**src/rtl/eth_tx_arb.sv**
```systemverilog
// Frame-level round-robin arbiter merging two Avalon-ST sources into the MAC TX FIFO stream.
// Latency: a beat accepted in cycle N is presented on o_tx_* in cycle N+1; one idle cycle per frame.
// Backpressure: single output register; source ready follows ~o_tx_vld | i_tx_rdy while granted.
module eth_tx_arb #(
    parameter int CNT_W = 16
) (
    input  logic             clk,
    input  logic             rst_n,
    input  logic [31:0]      i_a_data,
    input  logic [1:0]       i_a_mod,
    input  logic             i_a_sop,
    input  logic             i_a_eop,
    input  logic             i_a_vld,
    output logic             o_a_rdy,
    input  logic [31:0]      i_b_data,
    input  logic [1:0]       i_b_mod,
    input  logic             i_b_sop,
    input  logic             i_b_eop,
    input  logic             i_b_vld,
    output logic             o_b_rdy,
    output logic [31:0]      o_tx_data,
    output logic [1:0]       o_tx_mod,
    output logic             o_tx_sop,
    output logic             o_tx_eop,
    output logic             o_tx_vld,
    input  logic             i_tx_rdy,
    output logic [CNT_W-1:0] o_frm_cnt_a,
    output logic [CNT_W-1:0] o_frm_cnt_b,
    output logic [CNT_W-1:0] o_drop_cnt
);

    typedef enum logic [1:0] {IDLE, GNT_A, GNT_B} state_t;

    state_t      state, state_nxt;
    logic        last_b;
    logic        out_free;
    logic        cand_a, cand_b, pick_a, pick_b;
    logic        drop_a, drop_b;
    logic        acc_a, acc_b, load;
    logic [31:0] sel_data;
    logic [1:0]  sel_mod;
    logic        sel_sop, sel_eop;

    assign out_free = ~o_tx_vld | i_tx_rdy;
    assign cand_a   = i_a_vld & i_a_sop;
    assign cand_b   = i_b_vld & i_b_sop;
    // On a tie the source that did not win last time takes the grant.
    assign pick_a   = (state == IDLE) & cand_a & (~cand_b | last_b);
    assign pick_b   = (state == IDLE) & cand_b & ~pick_a;
    assign drop_a   = (state == IDLE) & i_a_vld & ~i_a_sop;
    assign drop_b   = (state == IDLE) & i_b_vld & ~i_b_sop;
    assign acc_a    = (state == GNT_A) & i_a_vld & o_a_rdy;
    assign acc_b    = (state == GNT_B) & i_b_vld & o_b_rdy;
    assign load     = acc_a | acc_b;

    assign sel_data = (state == GNT_B) ? i_b_data : i_a_data;
    assign sel_mod  = (state == GNT_B) ? i_b_mod  : i_a_mod;
    assign sel_sop  = (state == GNT_B) ? i_b_sop  : i_a_sop;
    assign sel_eop  = (state == GNT_B) ? i_b_eop  : i_a_eop;

    always_ff @(posedge clk or negedge rst_n) begin
        if (!rst_n) begin
            state  <= IDLE;
            last_b <= 1'b1;
        end else begin
            state <= state_nxt;
            if (pick_a)
                last_b <= 1'b0;
            else if (pick_b)
                last_b <= 1'b1;
        end
    end

    always_comb begin
        state_nxt = state;
        case (state)
            IDLE: begin
                if (pick_a)
                    state_nxt = GNT_A;
                else if (pick_b)
                    state_nxt = GNT_B;
            end
            GNT_A:   if (acc_a & i_a_eop) state_nxt = IDLE;
            GNT_B:   if (acc_b & i_b_eop) state_nxt = IDLE;
            default: state_nxt = IDLE;
        endcase
    end

    // Orphan beats (valid without sop while idle) are drained immediately.
    always_comb begin
        o_a_rdy = 1'b0;
        o_b_rdy = 1'b0;
        case (state)
            IDLE: begin
                o_a_rdy = i_a_vld & ~i_a_sop;
                o_b_rdy = i_b_vld & ~i_b_sop;
            end
            GNT_A:   o_a_rdy = out_free;
            GNT_B:   o_b_rdy = out_free;
            default: ;
        endcase
    end

    always_ff @(posedge clk or negedge rst_n) begin
        if (!rst_n) begin
            o_tx_vld  <= 1'b0;
            o_tx_data <= '0;
            o_tx_mod  <= '0;
            o_tx_sop  <= 1'b0;
            o_tx_eop  <= 1'b0;
        end else if (out_free) begin
            o_tx_vld <= load;
            if (load) begin
                o_tx_data <= sel_data;
                o_tx_mod  <= sel_eop ? sel_mod : 2'd0;
                o_tx_sop  <= sel_sop;
                o_tx_eop  <= sel_eop;
            end
        end
    end

    always_ff @(posedge clk or negedge rst_n) begin
        if (!rst_n) begin
            o_frm_cnt_a <= '0;
            o_frm_cnt_b <= '0;
            o_drop_cnt  <= '0;
        end else begin
            if (acc_a & i_a_eop)
                o_frm_cnt_a <= o_frm_cnt_a + 1'b1;
            if (acc_b & i_b_eop)
                o_frm_cnt_b <= o_frm_cnt_b + 1'b1;
            o_drop_cnt <= o_drop_cnt + CNT_W'(drop_a) + CNT_W'(drop_b);
        end
    end

endmodule

```
**config.mk**
```make
export PLATFORM = sky130hd
export DESIGN_NAME = eth_tx_arb
export DESIGN_NICKNAME = d
export VERILOG_FILES = /design/src/rtl/eth_tx_arb.sv
export SDC_FILE = /design/constraint.sdc
export NUM_CORES = 1
export LEC_CHECK = 0
export ABC_AREA = 0
export BUFFER_PORTS_ARGS = -buffer_cell sky130_fd_sc_hd__clkbuf_2
export CAP_MARGIN = 20
export CORE_AREA = 2 2 104 106
export CTS_BUF_LIST = sky130_fd_sc_hd__clkbuf_16
export DETAILED_ROUTE_END_ITERATION = 10
export DIE_AREA = 0 0 106 108
export GPL_TIMING_DRIVEN = 1
export PLACE_DENSITY = 0.76
export SLEW_MARGIN = 20
export SYNTH_ARGS = -nofsm -noshare
export SYNTH_HDL_FRONTEND = slang
export SYNTH_SLANG_ARGS = --single-unit
```
**constraint.sdc**
```tcl
create_clock -name clk -period 2.9 [get_ports clk]
set_input_delay 0.435 -clock clk [delete_from_list [all_inputs] [get_ports clk]]
set_output_delay 0.435 -clock clk [all_outputs]
set_load 0.005 [all_outputs]
```
==> results_dict.tcl, run 1 <==
set metrics [dict create \
    p_sw_share_pct 34.0 \
    cts_buffer_depth 2 \
    synth-edff-count 0 \
    core_region_area_um2 10200 \
    max_freq_mhz 387 \
    area_growth_pct 30.8 \
    final_cell_mix "162 x clkbuf_2, 95 x nand2_1, 87 x dfrtp_1, 52 x nor2_1, 37 x a31oi_1" \
    start_util_pct 39.6 \
    synth_cell_type_count 35 \
    crit_start "state[1]" \
    final-hold-violation-count 0 \
    post_cts_buffers 0 \
    dp_cells 701 \
    clk_latency_ns 0.32 \
    grt_pass1_wl_um 16300 \
    power.density_nw_per_um2 859 \
    die-area_um2 11400 \
    fillers 936 \
    cts.sinks 88 \
    syn_nets 499 \
    gp_congestion 0.833 \
    post-route-period-util_pct 89.0 \
    rsz0062_at_grt "no" \
    p_int_mw 3.00 \
    setup_ws_ns 0.318 \
    tightest_slew_ns 0.611 \
    drt-wirelength-per-cell_um 13.9 \
    synthTopCellsByArea "dfrtp_1 54%, nand2_1 8.8%, xnor2_1 6.1%" \
    ys_ff_latch 88 \
    final_common_cell "clkbuf_2" \
    row_count 37 \
    finClkSkew_ns 0.00507 \
    ant_nets 0 \
    die_x_um 106 \
    dp_slack_ns 0.365 \
    yosys.area.top_type "dfrtp_1" \
    cts_tree "yes" \
    placed_area_um2 4990 \
    synthCells 418 \
    clock-root-buffer "clkbuf_16" \
    cp-end-kind "register" \
    route.detailed.drc 0 \
    drive_gt1_share_pct 32.5 \
    grt_pass1_vias 3525 \
    layout.nets 657 \
    setup_viol 0 \
    switchingPower_mw 1.55 \
    vias 3556 \
    design_area_um2 5290 \
    fin_cells 717 \
    arrival_ns 2.79 \
    firstDrtPassIters 4 \
    ioPinCount 164 \
    cap_violations 0 \
    fin_crit_ns 2.58 \
    ys_warn_count 0 \
    static-leakage-power_nw 2.65 \
    whs_ns 0.113 \
    syn_area_um2 4050 \
    grt_antenna_before_repair 0 \
    die_y_um 108 \
    synthFlopType "dfrtp_1" \
    min_path_type "in2async" \
    grt_max_degree 47 \
    ir_worst_vdd_uv 351 \
    grt_remaining_overflow 0 \
    power.total_mw 4.55 \
    required_ns 3.10 \
    pwr-share-comb_pct 32.0 \
    async_flop_share_pct 100 \
    clk_pin_slew_worst_paths_ns 0.06 \
    cts_buffers 9 \
    drv_slew 0 \
    avgViaCountPerCell 4.96 \
    clockPowerShare_pct 25.9 \
    wirelength_um 9970 \
    pwr-share-seq_pct 42.1 \
    criticalPathCategory "reg2reg" \
    cts_resized 0 \
    drt_iter0_markers 161 \
    outcome "complete, no violations" \
    avgSynthCellArea_um2 9.68 \
    synth_top_cell_area_share_pct 53.8 \
    port-buffer-count 163 \
    relSlewSlack_pct 59.2 \
    dp_hpwl_um 7570 \
    cts.htree.levels 3 \
    diodes 0 \
    grt.total_usage_pct 17.8 \
    r2r_start "state[1]" \
    postCtsHoldBufs 0 \
    cp-start-kind "register" \
    cp_max_fo 9 \
    ys_seq_area_share_pct 54.4 \
    fin_util_pct 51.7 \
    setup_tns_ns 0 \
]
[critical path, stage by stage (launching register included)]
cell and delay, ns:
dfrtp_1 0.45, nor2_1 0.27, nand3b_1 0.18, fa_1 0.43, nand3b_1 0.23, nor4_1 0.58, nand3_1 0.17, xnor2_1 0.16
[power groups by stage]
stage	logic (mW)	clock network, mW	registers, mW
finish	1.45	1.18	1.91
global route	1.65	1.26	1.97
CTS	1.48	1.21	1.91
detailed placement	1.49	0	1.92
global placement	1.44	0	1.91
floorplan	0.851	0	1.90
[synth_stat cells (all sizes together) (5+ instances only)]
| cell | n |
|---|---|
| inv | 5 |
| xor2 | 16 |
| nor2 | 52 |
| nand4 | 15 |
| xnor2 | 28 |
| nand3b | 5 |
| buf | 17 |
| dfrtp | 87 |
| nand2 | 95 |
| nand3 | 20 |
| and3 | 7 |
| a31oi | 37 |
| nor3 | 6 |
[final cells by class]
class	count	area, um2	area share [%]
inverters	5	18.8	0.355
flip-flops and latches	88	2200	41.6
repair buffers	167	861	16.3
multi-input cells	305	1730	32.8
clock buffers	9	225	4.26
well taps	136	170	3.22
clock inverters	7	80.1	1.51
[logic make-up after synthesis]
kind of cell	share of synthesized area, %
AND/OR/NAND/NOR	24.4
flip-flops	54.4
XOR/XNOR	9.52
AO/OA/AOI/OAI	6.65
buffers and inverters	3.00
adder cells (fa/ha/maj)	1.42
multiplexers	0.556
[state kept, by name, indices dropped and copies added (netlist names)]
| signal | cells |
|---|---|
| o_drop_cnt | 16 |
| o_frm_cnt_b | 16 |
| o_frm_cnt_a | 16 |
| o_tx_mod | 2 |
| state | 2 |
| o_tx_data | 32 |
| last_b | 1 |
| o_tx_eop | 1 |
| o_tx_vld | 1 |
| o_tx_sop | 1 |
[layer usage]
metal,track usage (%),vias up,part of all wire [%]
li1,-,1732,-
met1,23.1,1692,44
met2,29.4,121,48
met3,3.92,11,6.3
met4,6.86,0,1.4
met5,0,-,0
[final timing paths]
kind                                         to  slack, ns  cells after the start
worst max-delay path             o_drop_cnt[13]       0.32                      7
worst min-delay path             o_frm_cnt_a[6]       0.11                      1
worst max register to register   o_drop_cnt[13]       0.32                      7
worst min register to register  o_frm_cnt_a[15]       0.48                      1
max in group asynchronous                last_b       2.11                      2
min in group clk                  o_tx_data[15]       0.34                      3
Power figures use the tool's default switching activity.
==> run 2, diff against run 1 <==
CAP_MARGIN = not set   (was 20)
clock period = 3.2 ns   (was 2.9 ns; I/O delays follow)
==> run 2 against run 1 <==
  * Core utilization decreased by 0.56 points
  * Critical endpoint is now o_drop_cnt[15]
  * Non-clock buffer count decreased by 1
  * Sequential share of layout area rose by 0.46 points
  * First-iteration DRC count grew 4.3%
  * Wire length increased by 0.58%
  * Highest routed layer unchanged
==> results_dict.tcl, run 2 (synthesis gave the netlist of run 1 again) <==
set metrics [dict create \
    gp_congestion 0.821 \
    largest_register "o_tx_data" \
    routed-wl-met3_um 550 \
    layout.nets 656 \
    grt_pass1_vias 3457 \
    criticalPathCategory "reg2reg" \
    post_cts_buffers 0 \
    clockPowerShare_pct 23.3 \
    route.detailed.drc 0 \
    reg2reg_depth 7 \
    cts_buffers 9 \
    p_sw_share_pct 35.5 \
    crit_start "state[1]" \
    wirelength_um 10000 \
    vias 3519 \
    outcome "complete, no violations" \
    fin_util_pct 51.2 \
    dp_hpwl_um 7550 \
    firstDrtPassIters 4 \
    largest_register_ffs 32 \
    cts.htree.levels 3 \
    final-hold-violation-count 0 \
    grt_remaining_overflow 0 \
    dp_cells 700 \
    power.total_mw 3.98 \
    post-route-period-util_pct 78.6 \
    clk_pin_slew_worst_paths_ns 0.06 \
    pwr-share-comb_pct 33.2 \
    static-leakage-power_nw 2.62 \
    grt_max_degree 89 \
    rsz0062_at_grt "no" \
    cts_tree "yes" \
    grt_pass1_wl_um 16000 \
    highest_layer "met4" \
    relSlewSlack_pct 47.1 \
    met1_length_um 4380 \
    drive_gt1_share_pct 32.6 \
    max_freq_mhz 398 \
    setup_viol 0 \
    drv_slew 0 \
    diodes 0 \
    avgViaCountPerCell 4.91 \
    row_count 37 \
    wl_met2_um 4910 \
    die_x_um 106 \
    p_int_mw 2.56 \
    die_y_um 108 \
    cp_max_fo 9 \
    tightest_slew_ns 0.794 \
    final_common_cell "clkbuf_2" \
    pwr-share-seq_pct 43.5 \
    cp-start-kind "register" \
    grt.total_usage_pct 17.6 \
    core_region_area_um2 10200 \
    ir_worst_vdd_uv 307 \
    arrival_ns 2.73 \
    die-area_um2 11400 \
    drt_iter0_markers 168 \
    clock-root-buffer "clkbuf_16" \
    min_path_type "in2async" \
    cts.sinks 88 \
    final_cell_mix "162 x clkbuf_2, 95 x nand2_1, 87 x dfrtp_1, 52 x nor2_1, 37 x a31oi_1" \
    cp-end-kind "register" \
    fin_crit_ns 2.51 \
    area_growth_pct 29.3 \
    start_util_pct 39.6 \
    setup_tns_ns 0 \
    finClkSkew_ns 0.00457 \
    cap_violations 0 \
    fin_cells 716 \
    ant_nets 0 \
    grt_antenna_before_repair 0 \
    port-buffer-count 163 \
    clk_latency_ns 0.33 \
    cts_resized 0 \
    ioPinCount 164 \
    r2r_start "state[1]" \
    cts_buffer_depth 2 \
    power.density_nw_per_um2 760 \
    required_ns 3.42 \
    postCtsHoldBufs 0 \
    drt-wirelength-per-cell_um 14.0 \
    switchingPower_mw 1.41 \
]
-- run 2: cell count changes in the layout (fill, tap and decap cells not counted), sizes merged --
cell and delta:
inv -2, clkinv +4, bufinv -2, buf -1
-- run 2: through the flow --
stage / hold WS, ns / setup WS [ns] / area (um2)
6_report: 0.199 / 0.686 / 5240
3_5_place_dp: 0.480 / 0.655 / 4970
2_1_floorplan: 0.184 / 0.903 / 4050
5_1_grt: 0.280 / 0.384 / 5240
4_1_cts: 0.363 / 0.657 / 5230
3_3_place_gp: 0.461 / 0.794 / 4970
-- run 2: cell type report --
class / instances / area [um2]
clock inverter: 7 / 38.8
inverter: 5 / 18.8
multi-input combinational: 305 / 1730
sequential: 88 / 2200
tap: 136 / 170
clock buffer: 9 / 225
timing repair buffer: 166 / 845
fill: 958 / 5000
-- run 2: path summary, 6_finish.rpt --
check                             endpoint  slack (ns)
setup / recovery            o_drop_cnt[15]        0.69
hold / removal             o_frm_cnt_a[10]        0.20
setup reg to reg            o_drop_cnt[15]        0.69
hold reg to reg            o_frm_cnt_a[15]        0.48
max in group asynchronous     o_tx_data[6]        2.44
min in group clk             o_tx_data[29]        0.37
-- run 2: per-layer routing --
metal  GRT usage (%)  vias to the layer above
met4            7.89                        0
li1                -                     1734
met5               0                        -
met1            22.2                     1654
met2            29.6                      116
met3            3.44                       15
-- run 2: worst max-delay path, stage by stage (launching register included) --
cell	delay, ns
dfrtp_1	0.45
nor2_1	0.26
nand3b_1	0.17
fa_1	0.42
nand3b_1	0.22
nor4_1	0.56
nand3_1	0.17
xnor2_1	0.15
-- run 2: power by group through the flow --
stage	clock, mW	sequential, mW	combinational [mW]
2_1_floorplan	0	1.72	0.771
3_3_place_gp	0	1.73	1.30
3_5_place_dp	0	1.75	1.35
4_1_cts	0.959	1.73	1.35
5_1_grt	0.998	1.78	1.50
6_report	0.929	1.73	1.32
